$ cat config.mk
export PLATFORM = sky130hd
export DESIGN_NAME = ov7670_frame_writer_flat
export DESIGN_NICKNAME = d
export VERILOG_FILES = /design/src/rtl/ov7670_frame_writer_pkg.sv /design/src/rtl/ov7670_frame_writer_if.sv /design/src/rtl/ov7670_frame_writer_addr_pipe.sv /design/src/rtl/ov7670_frame_writer.sv /design/src/flat_wrapper.sv
export SDC_FILE = /design/constraint.sdc
export NUM_CORES = 1
export LEC_CHECK = 0
export BUFFER_PORTS_ARGS = -buffer_cell sky130_fd_sc_hd__buf_2
export CAP_MARGIN = 20
export CORE_UTILIZATION = 30
export CTS_BUF_LIST = sky130_fd_sc_hd__clkbuf_4 sky130_fd_sc_hd__clkbuf_8 sky130_fd_sc_hd__clkbuf_16
export CTS_CLUSTER_DIAMETER = 120
export DETAILED_ROUTE_END_ITERATION = 8
export GPL_TIMING_DRIVEN = 0
export PLACE_DENSITY = 0.61
export SKIP_LAST_GASP = 1
export SYNTH_ARGS = -nofsm -noshare
export SYNTH_HDL_FRONTEND = slang
export SYNTH_HIERARCHICAL = 1
export SYNTH_SLANG_ARGS = --single-unit
$ cat constraint.sdc
create_clock -name i_clk -period 2.5 [get_ports i_clk]
set_input_delay 0.5 -clock i_clk [delete_from_list [all_inputs] [get_ports i_clk]]
set_output_delay 0.5 -clock i_clk [all_outputs]
set_load 0.005 [all_outputs]
$ cat src/rtl/ov7670_frame_writer_pkg.sv
// Shared types and defaults for the OV7670 ping-pong frame writer.
// The FSM encoding is visible on o_present_state, so the values are fixed.
package ov7670_frame_writer_pkg;

    localparam int unsigned H_WIDTH_DEF   = 320;
    localparam int unsigned V_WIDTH_DEF   = 240;
    localparam int unsigned PXL_WIDTH_DEF = 16;
    localparam int unsigned DROP_W        = 16;

    typedef enum logic [2:0] {
        StIdle     = 3'd0,
        StStart    = 3'd1,
        StCapture  = 3'd2,
        StDrain    = 3'd3,
        StWaitSwap = 3'd4,
        StSwap     = 3'd5
    } state_e;

    // Per-bank word address width for an h x v frame.
    function automatic int unsigned frame_aw(input int unsigned h, input int unsigned v);
        return $clog2(h * v);
    endfunction

endpackage

$ cat src/rtl/ov7670_frame_writer_if.sv
// Receiver-side stream, VGA frame-start, BRAM write port and status of the frame writer.
interface ov7670_frame_writer_if
    import ov7670_frame_writer_pkg::*;
#(
    parameter int unsigned H_WIDTH   = H_WIDTH_DEF,
    parameter int unsigned V_WIDTH   = V_WIDTH_DEF,
    parameter int unsigned PXL_WIDTH = PXL_WIDTH_DEF,
    parameter int unsigned AW        = frame_aw(H_WIDTH, V_WIDTH)
);
    localparam int unsigned HW = $clog2(H_WIDTH) + 1;
    localparam int unsigned VW = $clog2(V_WIDTH) + 1;

    logic                 i_enable;
    logic [PXL_WIDTH-1:0] i_pixel_data;
    logic [HW-1:0]        i_h_addr;
    logic [VW-1:0]        i_v_addr;
    logic                 i_valid;
    logic                 i_vga_frame_start;
    logic                 o_start_capture;
    logic                 o_next_frame;
    logic                 o_bram_we;
    logic [AW:0]          o_bram_addr;
    logic [PXL_WIDTH-1:0] o_bram_data;
    logic                 o_rd_bank;
    logic                 o_frame_done;
    logic [DROP_W-1:0]    o_drop_cnt;
    logic [2:0]           o_present_state;

    modport master (
        output i_enable, i_pixel_data, i_h_addr, i_v_addr, i_valid, i_vga_frame_start,
        input  o_start_capture, o_next_frame, o_bram_we, o_bram_addr, o_bram_data,
        input  o_rd_bank, o_frame_done, o_drop_cnt, o_present_state
    );

    modport slave (
        input  i_enable, i_pixel_data, i_h_addr, i_v_addr, i_valid, i_vga_frame_start,
        output o_start_capture, o_next_frame, o_bram_we, o_bram_addr, o_bram_data,
        output o_rd_bank, o_frame_done, o_drop_cnt, o_present_state
    );

endinterface

$ cat src/rtl/ov7670_frame_writer_addr_pipe.sv
// Two-stage range check / linear address pipe: S1 registers inputs and v*H_WIDTH, S2 adds h.
// Never stalls; drop pulses one cycle after the offending strobe.
module ov7670_frame_writer_addr_pipe
    import ov7670_frame_writer_pkg::*;
#(
    parameter int unsigned H_WIDTH   = H_WIDTH_DEF,
    parameter int unsigned V_WIDTH   = V_WIDTH_DEF,
    parameter int unsigned PXL_WIDTH = PXL_WIDTH_DEF,
    parameter int unsigned AW        = frame_aw(H_WIDTH, V_WIDTH),
    parameter int unsigned HW        = $clog2(H_WIDTH) + 1,
    parameter int unsigned VW        = $clog2(V_WIDTH) + 1
) (
    input  logic                 clk,
    input  logic                 rst,
    input  logic                 valid,
    input  logic [HW-1:0]        h,
    input  logic [VW-1:0]        v,
    input  logic [PXL_WIDTH-1:0] data,
    input  logic                 accept,
    input  logic                 discard,
    output logic                 we,
    output logic [AW-1:0]        addr,
    output logic [PXL_WIDTH-1:0] wdata,
    output logic                 drop
);

    logic                 in_range;
    logic                 s1_we_q, s2_we_q, drop_q;
    logic [HW-1:0]        s1_h_q;
    logic [AW-1:0]        s1_base_q, s2_addr_q;
    logic [PXL_WIDTH-1:0] s1_data_q, s2_data_q;

    assign in_range = (32'(h) < H_WIDTH) && (32'(v) < V_WIDTH);

    always_ff @(posedge clk or posedge rst) begin
        if (rst) begin
            s1_we_q   <= 1'b0;
            drop_q    <= 1'b0;
            s1_h_q    <= '0;
            s1_base_q <= '0;
            s1_data_q <= '0;
            s2_we_q   <= 1'b0;
            s2_addr_q <= '0;
            s2_data_q <= '0;
        end else begin
            s1_we_q   <= valid && accept && in_range;
            // Discard counts every strobe; otherwise only out-of-range ones while accepting.
            drop_q    <= valid && (discard || (accept && !in_range));
            s1_h_q    <= h;
            s1_base_q <= AW'(v) * AW'(H_WIDTH);
            s1_data_q <= data;
            s2_we_q   <= s1_we_q;
            s2_addr_q <= s1_base_q + AW'(s1_h_q);
            s2_data_q <= s1_data_q;
        end
    end

    assign we    = s2_we_q;
    assign addr  = s2_addr_q;
    assign wdata = s2_data_q;
    assign drop  = drop_q;

endmodule

$ cat src/rtl/ov7670_frame_writer.sv
// Ping-pong frame writer: capture FSM, bank registers and saturating drop counter around the
// address pipe. Banks swap only on a VGA frame start after a complete frame has drained.
module ov7670_frame_writer
    import ov7670_frame_writer_pkg::*;
#(
    parameter int unsigned H_WIDTH   = H_WIDTH_DEF,
    parameter int unsigned V_WIDTH   = V_WIDTH_DEF,
    parameter int unsigned PXL_WIDTH = PXL_WIDTH_DEF,
    parameter int unsigned AW        = frame_aw(H_WIDTH, V_WIDTH)
) (
    input logic                  i_clk,
    input logic                  i_reset,
    ov7670_frame_writer_if.slave bus
);

    state_e            state_q, state_d;
    logic              drain_q, pend_q, wr_bank_q, rd_bank_q;
    logic [DROP_W-1:0] drop_cnt_q;
    logic              last_px, accept, discard, swap;
    logic              pipe_we, pipe_drop;
    logic [AW-1:0]     pipe_addr;

    assign last_px = bus.i_valid && (32'(bus.i_h_addr) == H_WIDTH - 1)
                     && (32'(bus.i_v_addr) == V_WIDTH - 1);

    always_ff @(posedge i_clk or posedge i_reset) begin
        if (i_reset) state_q <= StIdle;
        else         state_q <= state_d;
    end

    always_comb begin
        state_d = state_q;
        unique case (state_q)
            StIdle:     if (bus.i_enable) state_d = StStart;
            StStart:    state_d = StCapture;
            StCapture:  if (last_px) state_d = StDrain;
            StDrain:    if (drain_q) state_d = StWaitSwap;
            StWaitSwap: if (pend_q || bus.i_vga_frame_start) state_d = StSwap;
            StSwap:     state_d = bus.i_enable ? StCapture : StIdle;
            default:    state_d = StIdle;
        endcase
    end

    always_comb begin
        accept              = (state_q == StCapture);
        discard             = (state_q == StWaitSwap);
        swap                = (state_q == StSwap);
        bus.o_start_capture = (state_q == StStart);
        bus.o_frame_done    = swap;
        bus.o_next_frame    = swap && bus.i_enable;
    end

    always_ff @(posedge i_clk or posedge i_reset) begin
        if (i_reset) begin
            drain_q    <= 1'b0;
            pend_q     <= 1'b0;
            wr_bank_q  <= 1'b0;
            rd_bank_q  <= 1'b1;
            drop_cnt_q <= '0;
        end else begin
            // Two DRAIN cycles cover the two pipe stages behind the last pixel.
            drain_q <= (state_q == StDrain) && !drain_q;
            if (swap) begin
                pend_q    <= 1'b0;
                rd_bank_q <= wr_bank_q;
                wr_bank_q <= ~wr_bank_q;
            end else if (bus.i_vga_frame_start
                         && (state_q == StDrain || state_q == StWaitSwap)) begin
                pend_q <= 1'b1;
            end
            if (pipe_drop && (drop_cnt_q != '1)) drop_cnt_q <= drop_cnt_q + 1'b1;
        end
    end

    ov7670_frame_writer_addr_pipe #(
        .H_WIDTH   (H_WIDTH),
        .V_WIDTH   (V_WIDTH),
        .PXL_WIDTH (PXL_WIDTH),
        .AW        (AW)
    ) u_addr_pipe (
        .clk     (i_clk),
        .rst     (i_reset),
        .valid   (bus.i_valid),
        .h       (bus.i_h_addr),
        .v       (bus.i_v_addr),
        .data    (bus.i_pixel_data),
        .accept  (accept),
        .discard (discard),
        .we      (pipe_we),
        .addr    (pipe_addr),
        .wdata   (bus.o_bram_data),
        .drop    (pipe_drop)
    );

    assign bus.o_bram_we       = pipe_we;
    assign bus.o_bram_addr     = {wr_bank_q, pipe_addr};
    assign bus.o_rd_bank       = rd_bank_q;
    assign bus.o_drop_cnt      = drop_cnt_q;
    assign bus.o_present_state = state_q;

endmodule

$ cat src/flat_wrapper.sv
// flat-port wrapper written by rule: the top's interface ports become plain ports
module ov7670_frame_writer_flat import ov7670_frame_writer_pkg::*;
#(
    parameter int unsigned H_WIDTH   = H_WIDTH_DEF,
    parameter int unsigned V_WIDTH   = V_WIDTH_DEF,
    parameter int unsigned PXL_WIDTH = PXL_WIDTH_DEF,
    parameter int unsigned AW        = frame_aw(H_WIDTH, V_WIDTH)
)
  (i_clk, i_reset, bus_i_enable, bus_i_pixel_data, bus_i_h_addr, bus_i_v_addr, bus_i_valid, bus_i_vga_frame_start, bus_o_start_capture, bus_o_next_frame, bus_o_bram_we, bus_o_bram_addr, bus_o_bram_data, bus_o_rd_bank, bus_o_frame_done, bus_o_drop_cnt, bus_o_present_state);
  ov7670_frame_writer_if #(.H_WIDTH(H_WIDTH), .V_WIDTH(V_WIDTH), .PXL_WIDTH(PXL_WIDTH), .AW(AW)) bus_i ();
  input logic i_clk;
  input logic i_reset;
  input wire logic [$bits(bus_i.i_enable)-1:0] bus_i_enable;
  input wire logic [$bits(bus_i.i_pixel_data)-1:0] bus_i_pixel_data;
  input wire logic [$bits(bus_i.i_h_addr)-1:0] bus_i_h_addr;
  input wire logic [$bits(bus_i.i_v_addr)-1:0] bus_i_v_addr;
  input wire logic [$bits(bus_i.i_valid)-1:0] bus_i_valid;
  input wire logic [$bits(bus_i.i_vga_frame_start)-1:0] bus_i_vga_frame_start;
  output wire logic [$bits(bus_i.o_start_capture)-1:0] bus_o_start_capture;
  output wire logic [$bits(bus_i.o_next_frame)-1:0] bus_o_next_frame;
  output wire logic [$bits(bus_i.o_bram_we)-1:0] bus_o_bram_we;
  output wire logic [$bits(bus_i.o_bram_addr)-1:0] bus_o_bram_addr;
  output wire logic [$bits(bus_i.o_bram_data)-1:0] bus_o_bram_data;
  output wire logic [$bits(bus_i.o_rd_bank)-1:0] bus_o_rd_bank;
  output wire logic [$bits(bus_i.o_frame_done)-1:0] bus_o_frame_done;
  output wire logic [$bits(bus_i.o_drop_cnt)-1:0] bus_o_drop_cnt;
  output wire logic [$bits(bus_i.o_present_state)-1:0] bus_o_present_state;
  assign bus_i.i_enable = bus_i_enable;
  assign bus_i.i_pixel_data = bus_i_pixel_data;
  assign bus_i.i_h_addr = bus_i_h_addr;
  assign bus_i.i_v_addr = bus_i_v_addr;
  assign bus_i.i_valid = bus_i_valid;
  assign bus_i.i_vga_frame_start = bus_i_vga_frame_start;
  assign bus_o_start_capture = bus_i.o_start_capture;
  assign bus_o_next_frame = bus_i.o_next_frame;
  assign bus_o_bram_we = bus_i.o_bram_we;
  assign bus_o_bram_addr = bus_i.o_bram_addr;
  assign bus_o_bram_data = bus_i.o_bram_data;
  assign bus_o_rd_bank = bus_i.o_rd_bank;
  assign bus_o_frame_done = bus_i.o_frame_done;
  assign bus_o_drop_cnt = bus_i.o_drop_cnt;
  assign bus_o_present_state = bus_i.o_present_state;
  ov7670_frame_writer #(.H_WIDTH(H_WIDTH), .V_WIDTH(V_WIDTH), .PXL_WIDTH(PXL_WIDTH), .AW(AW)) u_core (.i_clk(i_clk), .i_reset(i_reset), .bus(bus_i));
endmodule
==> flow_metrics.tcl, run 1 <==
set metrics [dict create \
    finalClockSkew_ps 8.75 \
    finalSetupTns_ps 0 \
    grt_max_degree 74 \
    first_global_vias 2459 \
    r2r-start "u_core/u_addr_pipe/s1_base_q[6]$_DFF_PP0_" \
    wl_per_cell_um 13.3 \
    min_from "bus_i_pixel_data[6]" \
    min_to "u_core/u_addr_pipe/s1_data_q[6]$_DFF_PP0_" \
    viasPerCell 4.53 \
    final_cell_mix "buf_2 (97), dfrtp_1 (95), nand2_1 (19), ha_1 (19), xnor2_1 (18)" \
    final_common_cell "buf_2" \
    crit_path_end_kind "flip-flop" \
    cp.required_ps 2740 \
    cts_max_path_buffers 2 \
    grt_pass1_wl_mm 12.1 \
    die_area_sq_um 12700 \
    yosys_most_used_dff "dfrtp_1" \
    max_stage_delay_ps 400 \
    cts-buffers-inserted 9 \
    ios 98 \
    drt_iter0_drc 122 \
    overflow 0 \
    r2r_end "u_core/u_addr_pipe/addr[12]$_DFF_PP0_" \
    crit_type "primary input to flip-flop" \
    clock-sinks 96 \
    p_per_area_nw_per_um2 819 \
    drv_slew 0 \
    coreArea_sq_um 12000 \
    drc 0 \
    fin_nets 445 \
    r2r_cells 7 \
    dp_hpwl_mm 5.42 \
    post-route-period-util_pct 78.8 \
    yosys_warnings 6 \
    synth-seq-cells 96 \
    grt_antenna_before_repair 1 \
    synthArstFlopShare_pct 100 \
    place_congestion 0.810 \
    cts_hold_buffers 0 \
    finalHoldViolCount 0 \
    yosysSeqAreaShare_pct 65.4 \
    irDropWorstVdd_mv 0.278 \
    clk_latency_ps 330 \
    cap_violations 0 \
    crit_fanout 3 \
    synth_cells 276 \
    synth.area.top_cells "dfrtp_1 (65%), ha_1 (6.5%), xnor2_1 (4.3%)" \
    final_antenna_net_count 0 \
    leakage_nw 2.24 \
    cts_max_level 3 \
    tightest_slew_ps 874 \
    dr_total_vias 2434 \
    cp-start-kind "primary input" \
    cp.depth 8 \
    worstPathCellList "buf_2, ha_1, ha_1, fa_1, a21oi_1, o211ai_1, a21oi_1, xnor2_1" \
    core.rowCount 40 \
    netlist.area_leader.share_pct 64.7 \
    hold_depth 1 \
    cts_tree "yes" \
    synth_edf_count 0 \
    path_clk_slew_ps 60 \
    cp_top_family "adder cells" \
    layout_min_cycle_time_ps 1970 \
    layout-drive-gt1-share_pct 32.6 \
    die_x_um 113 \
    area_growth_pct 26.7 \
    routed_wirelength_mm 7.16 \
    initial_core_util_pct 30.7 \
    fmax_ghz 0.507 \
    grt_util_all_layers_pct 12.3 \
    drt_pass1_iterations 4 \
    syn_nets 337 \
    cts.repair.resized 0 \
    postCtsSetupBuffers 0 \
    yosys.area.top_type "dfrtp_1" \
    slew_headroom_pct 41.7 \
    rrSetupSlack_ps 720 \
    setup_violations 0 \
    outcome "finished, final reports clean" \
    synth_cell_types 43 \
    postSynthAreaPerCell_sq_um 13.3 \
    final_util_pct 38.9 \
    netlist_area_sq_um 3670 \
    die_height_um 113 \
    critPathBufInv 1 \
    rsz0062_at_grt "false" \
    cp_slowest_cell "fa_1" \
    io_buffers 97 \
    arrival_ps 2210 \
    hold_path_class "primary input to flip-flop" \
    cts_root_buf "clkbuf_16" \
]
==> power by group <==
| group | leakage, nW | internal, W | switching (W) |
|---|---|---|---|
| logic | 0.949 | 0.000278 | 0.000299 |
| registers | 1.15 | 0.00174 | 0.000124 |
| clock network | 0.146 | 0.000836 | 0.000542 |
| total | 2.24 | 0.00285 | 0.000965 |
==> synth_stat cells (2+ instances only) <==
cell type,count
dfrtp_1,95
ha_1,19
nand2_1,19
xnor2_1,18
a21oi_1,16
inv_1,12
nor2_1,12
nand4_1,11
nand3_1,8
xor2_1,7
nor2b_1,6
o21ai_0,6
nor3_1,4
and3_1,3
mux2_2,3
a211oi_1,2
a31oi_1,2
and2_1,2
fa_1,2
nand4b_1,2
nor4_1,2
o211ai_1,2
o21ai_1,2
o31a_1,2
==> sequential cells by signal, summed over array words and instances (netlist names), 3 cells and up <==
register / cells
u_core/u_addr_pipe/s1_data_q: 16
u_core/u_addr_pipe/s1_base_q: 11
u_core/bus.o_drop_cnt: 16
u_core/u_addr_pipe/wdata: 16
u_core/u_addr_pipe/addr: 17
u_core/bus.o_present_state: 3
u_core/u_addr_pipe/s1_h_q: 10
==> worst max path at each step <==
| stage | to | slack (ps) | startpoint |
|---|---|---|---|
| after global placement | u_core/u_addr_pipe/s1_data_q[0]$_DFF_PP0_ | -680 | i_reset |
| final | u_core/u_addr_pipe/s1_base_q[15]$_DFF_PP0_ | 530 | bus_i_v_addr[1] |
| after global routing | bus_o_next_frame | 430 | u_core/bus.o_present_state[2]$_DFFE_PP0P_ |
| after detailed placement | u_core/u_addr_pipe/s1_base_q[15]$_DFF_PP0_ | 190 | bus_i_v_addr[1] |
| after CTS | u_core/u_addr_pipe/s1_base_q[15]$_DFF_PP0_ | 540 | bus_i_v_addr[1] |
| after floorplan | u_core/u_addr_pipe/addr[0]$_DFF_PP0_ | 150 | i_reset |
==> worst reg2reg max path, stage by stage (launching register included) <==
cell     delay (ps)
dfrtp_1         350
ha_1            200
inv_1            70
fa_1            390
and2b_1         230
o21ai_2          80
a21oi_1         180
xor2_1          200
==> per-stage QoR <==
step           power, W  instance area, sq um  hold WS [ps]  setup slack (ps)  instances
2_1_floorplan   0.00221                  3670           331               147        276
3_3_place_gp    0.00246                  4340           332              -680        520
6_report        0.00381                  4650           269               529        537
4_1_cts         0.00387                  4650           255               536        536
3_5_place_dp    0.00248                  4350           335               190        520
5_1_grt         0.00404                  4650           251               427        537
==> routing by layer <==
layer	vias up	share of wire, %	track usage [%]
met5	-	0	0
met4	0	2.7	6.76
met3	12	6.0	3.78
met2	75	43	17.6
met1	1161	48	16.6
li1	1186	-	-
==> final cells by class <==
| type | count | area [sq um] |
|---|---|---|
| Antenna cell | 1 | 2.50 |
| Buffer | 2 | 12.5 |
| Clock buffer | 13 | 262 |
| Clock inverter | 3 | 45.0 |
| Fill cell | 1148 | 7310 |
| Inverter | 12 | 47.5 |
| Multi-Input combinational cell | 166 | 1210 |
| Sequential cell | 96 | 2400 |
| Tap cell | 147 | 184 |
| Timing Repair Buffer | 97 | 485 |
==> kinds of logic after synthesis <==
| kind of cell | synth area share [%] |
|---|---|
| xor gates and xnor gates | 5.96 |
| DFF | 65.4 |
| AOI/OAI and AO/OA | 7.02 |
| muxes | 1.33 |
| and+or+nand+nor | 11.1 |
| buffers and inverters | 1.57 |
| adders and majority gates | 7.56 |
Note: power is estimated with default switching activity, not from simulation.
==> inputs of run 2 (changes only) <==
Settings changed: ABC_AREA set to 1, PLACE_DENSITY 0.61 to 0.63.
Clock period 2.5 ns to 1.7 ns, I/O delays scaled along.
==> flow_metrics.tcl, run 2 <==
set metrics [dict create \
    netlist.area_leader.share_pct 58.0 \
    ios 98 \
    place_congestion 0.776 \
    cts-buffers-inserted 9 \
    synth_cell_types 30 \
    r2r-start "u_core/u_addr_pipe/s1_base_q[6]$_DFF_PP0_" \
    die_height_um 119 \
    cts_max_level 3 \
    yosys_most_used_dff "dfrtp_1" \
    final_common_cell "nand2_1" \
    dp_slack_ps -166 \
    finalClockSkew_ps 5.49 \
    synth_common_cells "nand2_1 (124), dfrtp_1 (95), inv_1 (51)" \
    synth_cells 419 \
    synth.area.top_cells "dfrtp_1 (58%), nand2_1 (11%), ha_1 (5.8%)" \
    drc 0 \
    drt_pass1_iterations 4 \
    overflow 0 \
    cp.required_ps 1360 \
    cp-startpoint "u_core/bus.o_present_state[1]$_DFFE_PP0P_" \
    rrSetupSlack_ps 90 \
    drv_slew 0 \
    initial_core_util_pct 30.8 \
    drt_iter0_drc 178 \
    clk_latency_ps 340 \
    yosys_warnings 6 \
    wl_per_cell_um 12.2 \
    grt_util_all_layers_pct 12.6 \
    grt_pass1_wl_mm 13.9 \
    leakage_nw 2.76 \
    cts_hold_buffers 0 \
    post_dp_cell_area_sq_um 4830 \
    area_growth_pct 27.0 \
    largest_reg_flops 17 \
    cap_violations 0 \
    finalWorstSetupSlack_ps 54.9 \
    yosys.cell_count.top_type "nand2_1" \
    final_cell_mix "nand2_1 (124), buf_2 (97), dfrtp_1 (93), inv_1 (49), nand3_1 (37)" \
    post-route-period-util_pct 96.8 \
    netlist_area_sq_um 4100 \
    crit_path_end_kind "primary output" \
    dp_hpwl_mm 6.51 \
    core.rowCount 42 \
    crit_fanout 8 \
    die_x_um 119 \
    irDropWorstVdd_mv 0.666 \
    grt_antenna_before_repair 2 \
    cts_max_path_buffers 2 \
    final_antenna_net_count 0 \
    cp_slowest_cell "dfrtp_1" \
    path_clk_slew_ps 60 \
    postSynthAreaPerCell_sq_um 9.78 \
    arrival_ps 1310 \
    outcome "finished, final reports clean" \
    min_from "bus_i_pixel_data[9]" \
    cp-start-kind "flip-flop" \
    syn_nets 480 \
    fmax_ghz 0.608 \
    synthArstFlopShare_pct 100 \
    tightest_slew_ps 904 \
    cts_tree "yes" \
    critPathBufInv 3 \
    first_global_vias 2977 \
    p_per_area_nw_per_um2 1210 \
    die_area_sq_um 14100 \
    cp_top_family "flip-flops" \
    viasPerCell 4.38 \
    clock-sinks 96 \
    seq_area_sq_um 2410 \
    coreArea_sq_um 13300 \
    layout-drive-gt1-share_pct 27.1 \
    routed_wirelength_mm 8.73 \
    grt_max_degree 40 \
    multiInputGateArea_sq_um 1470 \
    fin_nets 595 \
    yosysSeqAreaShare_pct 58.6 \
    dr_total_vias 3137 \
    cts_root_buf "clkbuf_16" \
    synth-seq-cells 96 \
    crit_type "flip-flop to primary output" \
    stdcell_area_sq_um 5210 \
    io_buffers 97 \
    rsz0062_at_grt "true" \
    hold_path_class "primary input to flip-flop" \
    finalHoldViolCount 0 \
    synth_edf_count 0 \
    setup_violations 0 \
    max_stage_delay_ps 400 \
    yosys.area.top_type "dfrtp_1" \
    fill_cells 1316 \
    slew_headroom_pct 39.6 \
    layout_min_cycle_time_ps 1650 \
    worstPathCellList "buf_6, nor3_4, nand2_1, inv_1, buf_2" \
]
[run 2: cell type report]
type                            instances  area share [%]
Antenna cell                            1          0.0481
Buffer                                  4           0.793
Clock buffer                           10            4.47
Clock inverter                          6            1.30
Inverter                               57            4.23
Multi-Input combinational cell        262            28.1
Sequential cell                        96            46.2
Tap cell                              176            4.23
Timing Repair Buffer                  104            10.6
[run 2: per-stage QoR]
| stage | hold slack [ps] | cells | util (%) | TNS (ps) | power [W] |
|---|---|---|---|---|---|
| floorplan | 331 | 419 | - | 0 | 0.00367 |
| global placement | 332 | 692 | 36.2 | -339 | 0.00412 |
| detailed placement | 335 | 693 | 36.3 | -460 | 0.00417 |
| CTS | 85.3 | 711 | 38.7 | 0 | 0.00626 |
| global route | 78.9 | 716 | 39.2 | -14.3 | 0.00665 |
| finish | 103 | 716 | 39.2 | 0 | 0.00628 |
[run 2: logic make-up (layout without fill, tap and decap cells)]
kind of cell | after synthesis | count (layout) | synth area share (%)
AOI/OAI and AO/OA | 11 | 11 | 1.43
other | 0 | 1 | 0
DFF | 96 | 96 | 58.6
adders and majority gates | 21 | 21 | 6.78
xor gates and xnor gates | 19 | 19 | 4.06
and+or+nand+nor | 211 | 211 | 23.0
buffers and inverters | 61 | 181 | 6.14
[run 2: what timing repair did]
item | 4_1_cts | 5_1_grt
resized for setup | 2 | 8
pin swaps | 1 | 2
buffers inserted | 2 | 4
setup endpoints to repair | 2 | 16
[run 2: worst paths after layout]
kind	end	cells past startpoint
max in group asynchronous	u_core/bus.o_present_state[0]$_DFFE_PP0P_	2
worst max-delay path	bus_o_next_frame	5
min in group asynchronous	u_core/u_addr_pipe/drop$_DFF_PP0_	2
worst max register to register	u_core/u_addr_pipe/addr[14]$_DFF_PP0_	9
worst min-delay path	u_core/u_addr_pipe/s1_data_q[9]$_DFF_PP0_	1
worst min register to register	u_core/u_addr_pipe/addr[5]$_DFF_PP0_	0
[run 2: worst reg2reg max path, cell delays in order, from the launching register on]
cell	delay, ps
dfrtp_1	380
ha_4	160
inv_1	50
fa_1	400
inv_1	90
nand3_1	80
nand2_2	140
nand3_1	90
nand2_1	60
nand2_1	50
[run 2: metal layers]
layer  GRT usage (%)  routed length (um)
met5               0                   0
met4            5.78                 187
met3            5.03                 603
met2            18.8                3970
met1            16.1                3960
[run 2: power by group]
part	switching [W]	internal (W)
registers	0.000211	0.00260
clock network	0.000850	0.00116
logic	0.000813	0.000646
==> inputs of run 3 (changes only) <==
Settings changed: SETUP_SLACK_MARGIN set to 0.3.
Clock period 1.7 ns to 1.4 ns, I/O delays scaled along.
==> flow_metrics.tcl, run 3 (same netlist as run 2, synthesis figures left out) <==
set metrics [dict create \
    core.rowCount 42 \
    combPwrFrac_pct 36.1 \
    arrival_ps 1900 \
    wl_per_cell_um 13.2 \
    fmax_ghz 0.617 \
    clock-sinks 96 \
    dp_hpwl_mm 6.57 \
    cts-buffers-inserted 9 \
    finalWorstSetupSlack_ps -222 \
    grt_pass1_wl_mm 15.6 \
    coreArea_sq_um 13300 \
    grtUsageMet1_pct 17.4 \
    cts_tree "yes" \
    slew_headroom_pct 36.5 \
    routed_wirelength_mm 10.3 \
    leakage_nw 3.25 \
    violations "setup timing" \
    grt_antenna_before_repair 1 \
    tightest_slew_ps 951 \
    cap_violations 0 \
    ios 98 \
    cts_root_buf "clkbuf_16" \
    drt_pass1_iterations 4 \
    irDropWorstVdd_mv 0.970 \
    grtUsageMet3_pct 3.64 \
    clockPowerShare_pct 26.8 \
    grt_util_all_layers_pct 14.2 \
    cp.required_ps 1680 \
    grt_max_degree 43 \
    drt_iter0_drc 173 \
    finalClockSkew_ps 8.10 \
    final_antenna_net_count 0 \
    layout-drive-gt1-share_pct 51.5 \
    layout_min_cycle_time_ps 1620 \
    first_global_vias 3287 \
    die_height_um 119 \
    io_buffers 97 \
    overflow 0 \
    grtUsageMet2_pct 23.6 \
    die_area_sq_um 14100 \
    crit_path_end_kind "flip-flop" \
    placed_cells 693 \
    outcome "complete, but fails checks" \
    die_x_um 119 \
    fin_cells 779 \
    setup_violations 30 \
    finalHoldViolCount 0 \
    cts_max_path_buffers 2 \
    power.switching_w 0.00287 \
    fin_nets 658 \
    initial_core_util_pct 30.8 \
    drc 0 \
    hold_path_class "primary input to asynchronous set/reset pin" \
    largest_reg_flops 17 \
    finalSetupTns_ps -3450 \
    switching_share_pct 31.2 \
    area_growth_pct 57.0 \
    final_common_cell "nand2_1" \
    cp-start-kind "flip-flop" \
    drv_slew 0 \
    post-route-period-util_pct 116 \
    p_per_area_nw_per_um2 1430 \
    crit_fanout 4 \
    rsz0062_at_grt "true" \
    final_cell_mix "nand2_1 (90), dfrtp_1 (85), buf_2 (79), buf_4 (52), inv_1 (38)" \
    crit_type "flip-flop to flip-flop" \
    place_congestion 0.792 \
    internal-power_w 0.00634 \
    dr_total_vias 3442 \
    viasPerCell 4.42 \
    fin_hold_ws_ps 48.2 \
    top_usage_layer "met2" \
    clk_latency_ps 340 \
    seqPwrFrac_pct 37.1 \
    cts_max_level 3 \
    path_clk_slew_ps 70 \
]
## run 3: cell types whose count changed in the layout (fill, tap and decap cells not counted), moves of 11 or more
cell     before  now
buf_4         7   52
buf_6         3   32
nand3_1      37   21
nand2_1     124   90
nand2_2       4   30
buf_2        97   79
ha_4          1   17
nand3_2       1   15
inv_1        49   38
ha_1         17    1
## run 3: worst max-delay path, stage by stage (launching register included)
cell and delay [ps]:
dfrtp_1 360, buf_6 120, buf_4 100, buf_6 90, buf_6 120, nand4_1 150, buf_4 180, buf_4 130
buf_4 120, buf_4 140, nand2_2 60
## run 3: power by group through the flow
stage,clock (W),combinational (W),sequential (W)
after detailed placement,0,0.00178,0.00350
after global routing,0.00267,0.00360,0.00346
after CTS,0.00256,0.00256,0.00340
final,0.00247,0.00332,0.00342
after floorplan,0,0.00118,0.00348
after global placement,0,0.00173,0.00348
## run 3: area by class of cell
class                   count  area [sq um]
inverters                  57           230
multi-input cells         262          1990
diodes                      1          2.50
clock inverters             6          67.6
repair buffers            167          1220
well taps                 176           220
fillers                  1200          6860
plain buffers               4          52.6
flip-flops and latches     96          2420
clock buffers              10           239
## run 3: per-layer routing
metal  wire [um]  part of all wire, %
met3         598                  5.8
met5           0                    0
met4         240                  2.3
met1        4250                   41
met2        5200                   51
## run 3: path summary, 6_finish.rpt
path | startpoint | endpoint | slack [ps] | depth (start not counted)
max reg2reg | u_core/bus.o_present_state[1]$_DFFE_PP0P_ | u_core/bus.o_present_state[0]$_DFFE_PP0P_ | -220 | 10
max | u_core/bus.o_present_state[1]$_DFFE_PP0P_ | u_core/bus.o_present_state[0]$_DFFE_PP0P_ | -220 | 10
min | i_reset | u_core/u_addr_pipe/we$_DFF_PP0_ | 50 | 2
max in group asynchronous | i_reset | u_core/bus.o_drop_cnt[14]$_DFFE_PP0P_ | 570 | 2
min reg2reg | u_core/u_addr_pipe/s1_data_q[15]$_DFF_PP0_ | u_core/u_addr_pipe/wdata[15]$_DFF_PP0_ | 350 | 0
min in group i_clk | bus_i_pixel_data[3] | u_core/u_addr_pipe/s1_data_q[3]$_DFF_PP0_ | 50 | 1
## run 3: metrics by stage
step / instance area (sq um) / setup WS [ps] / power [W] / util (%)
6_report: 6440 / -222 / 0.00922 / 48.4
4_1_cts: 5980 / -155 / 0.00852 / 45.0
5_1_grt: 6440 / -274 / 0.00973 / 48.4
3_5_place_dp: 5090 / -247 / 0.00528 / 38.3
2_1_floorplan: 4360 / -92.8 / 0.00466 / -
3_3_place_gp: 5070 / -221 / 0.00522 / 38.1
## run 3: timing repair
action,4_1_cts,5_1_grt
gates cloned,0,1
setup endpoints to repair,92,99
setup buffers,49,19
resized for setup,65,77
pin swaps,34,45
hold buffers,0,0
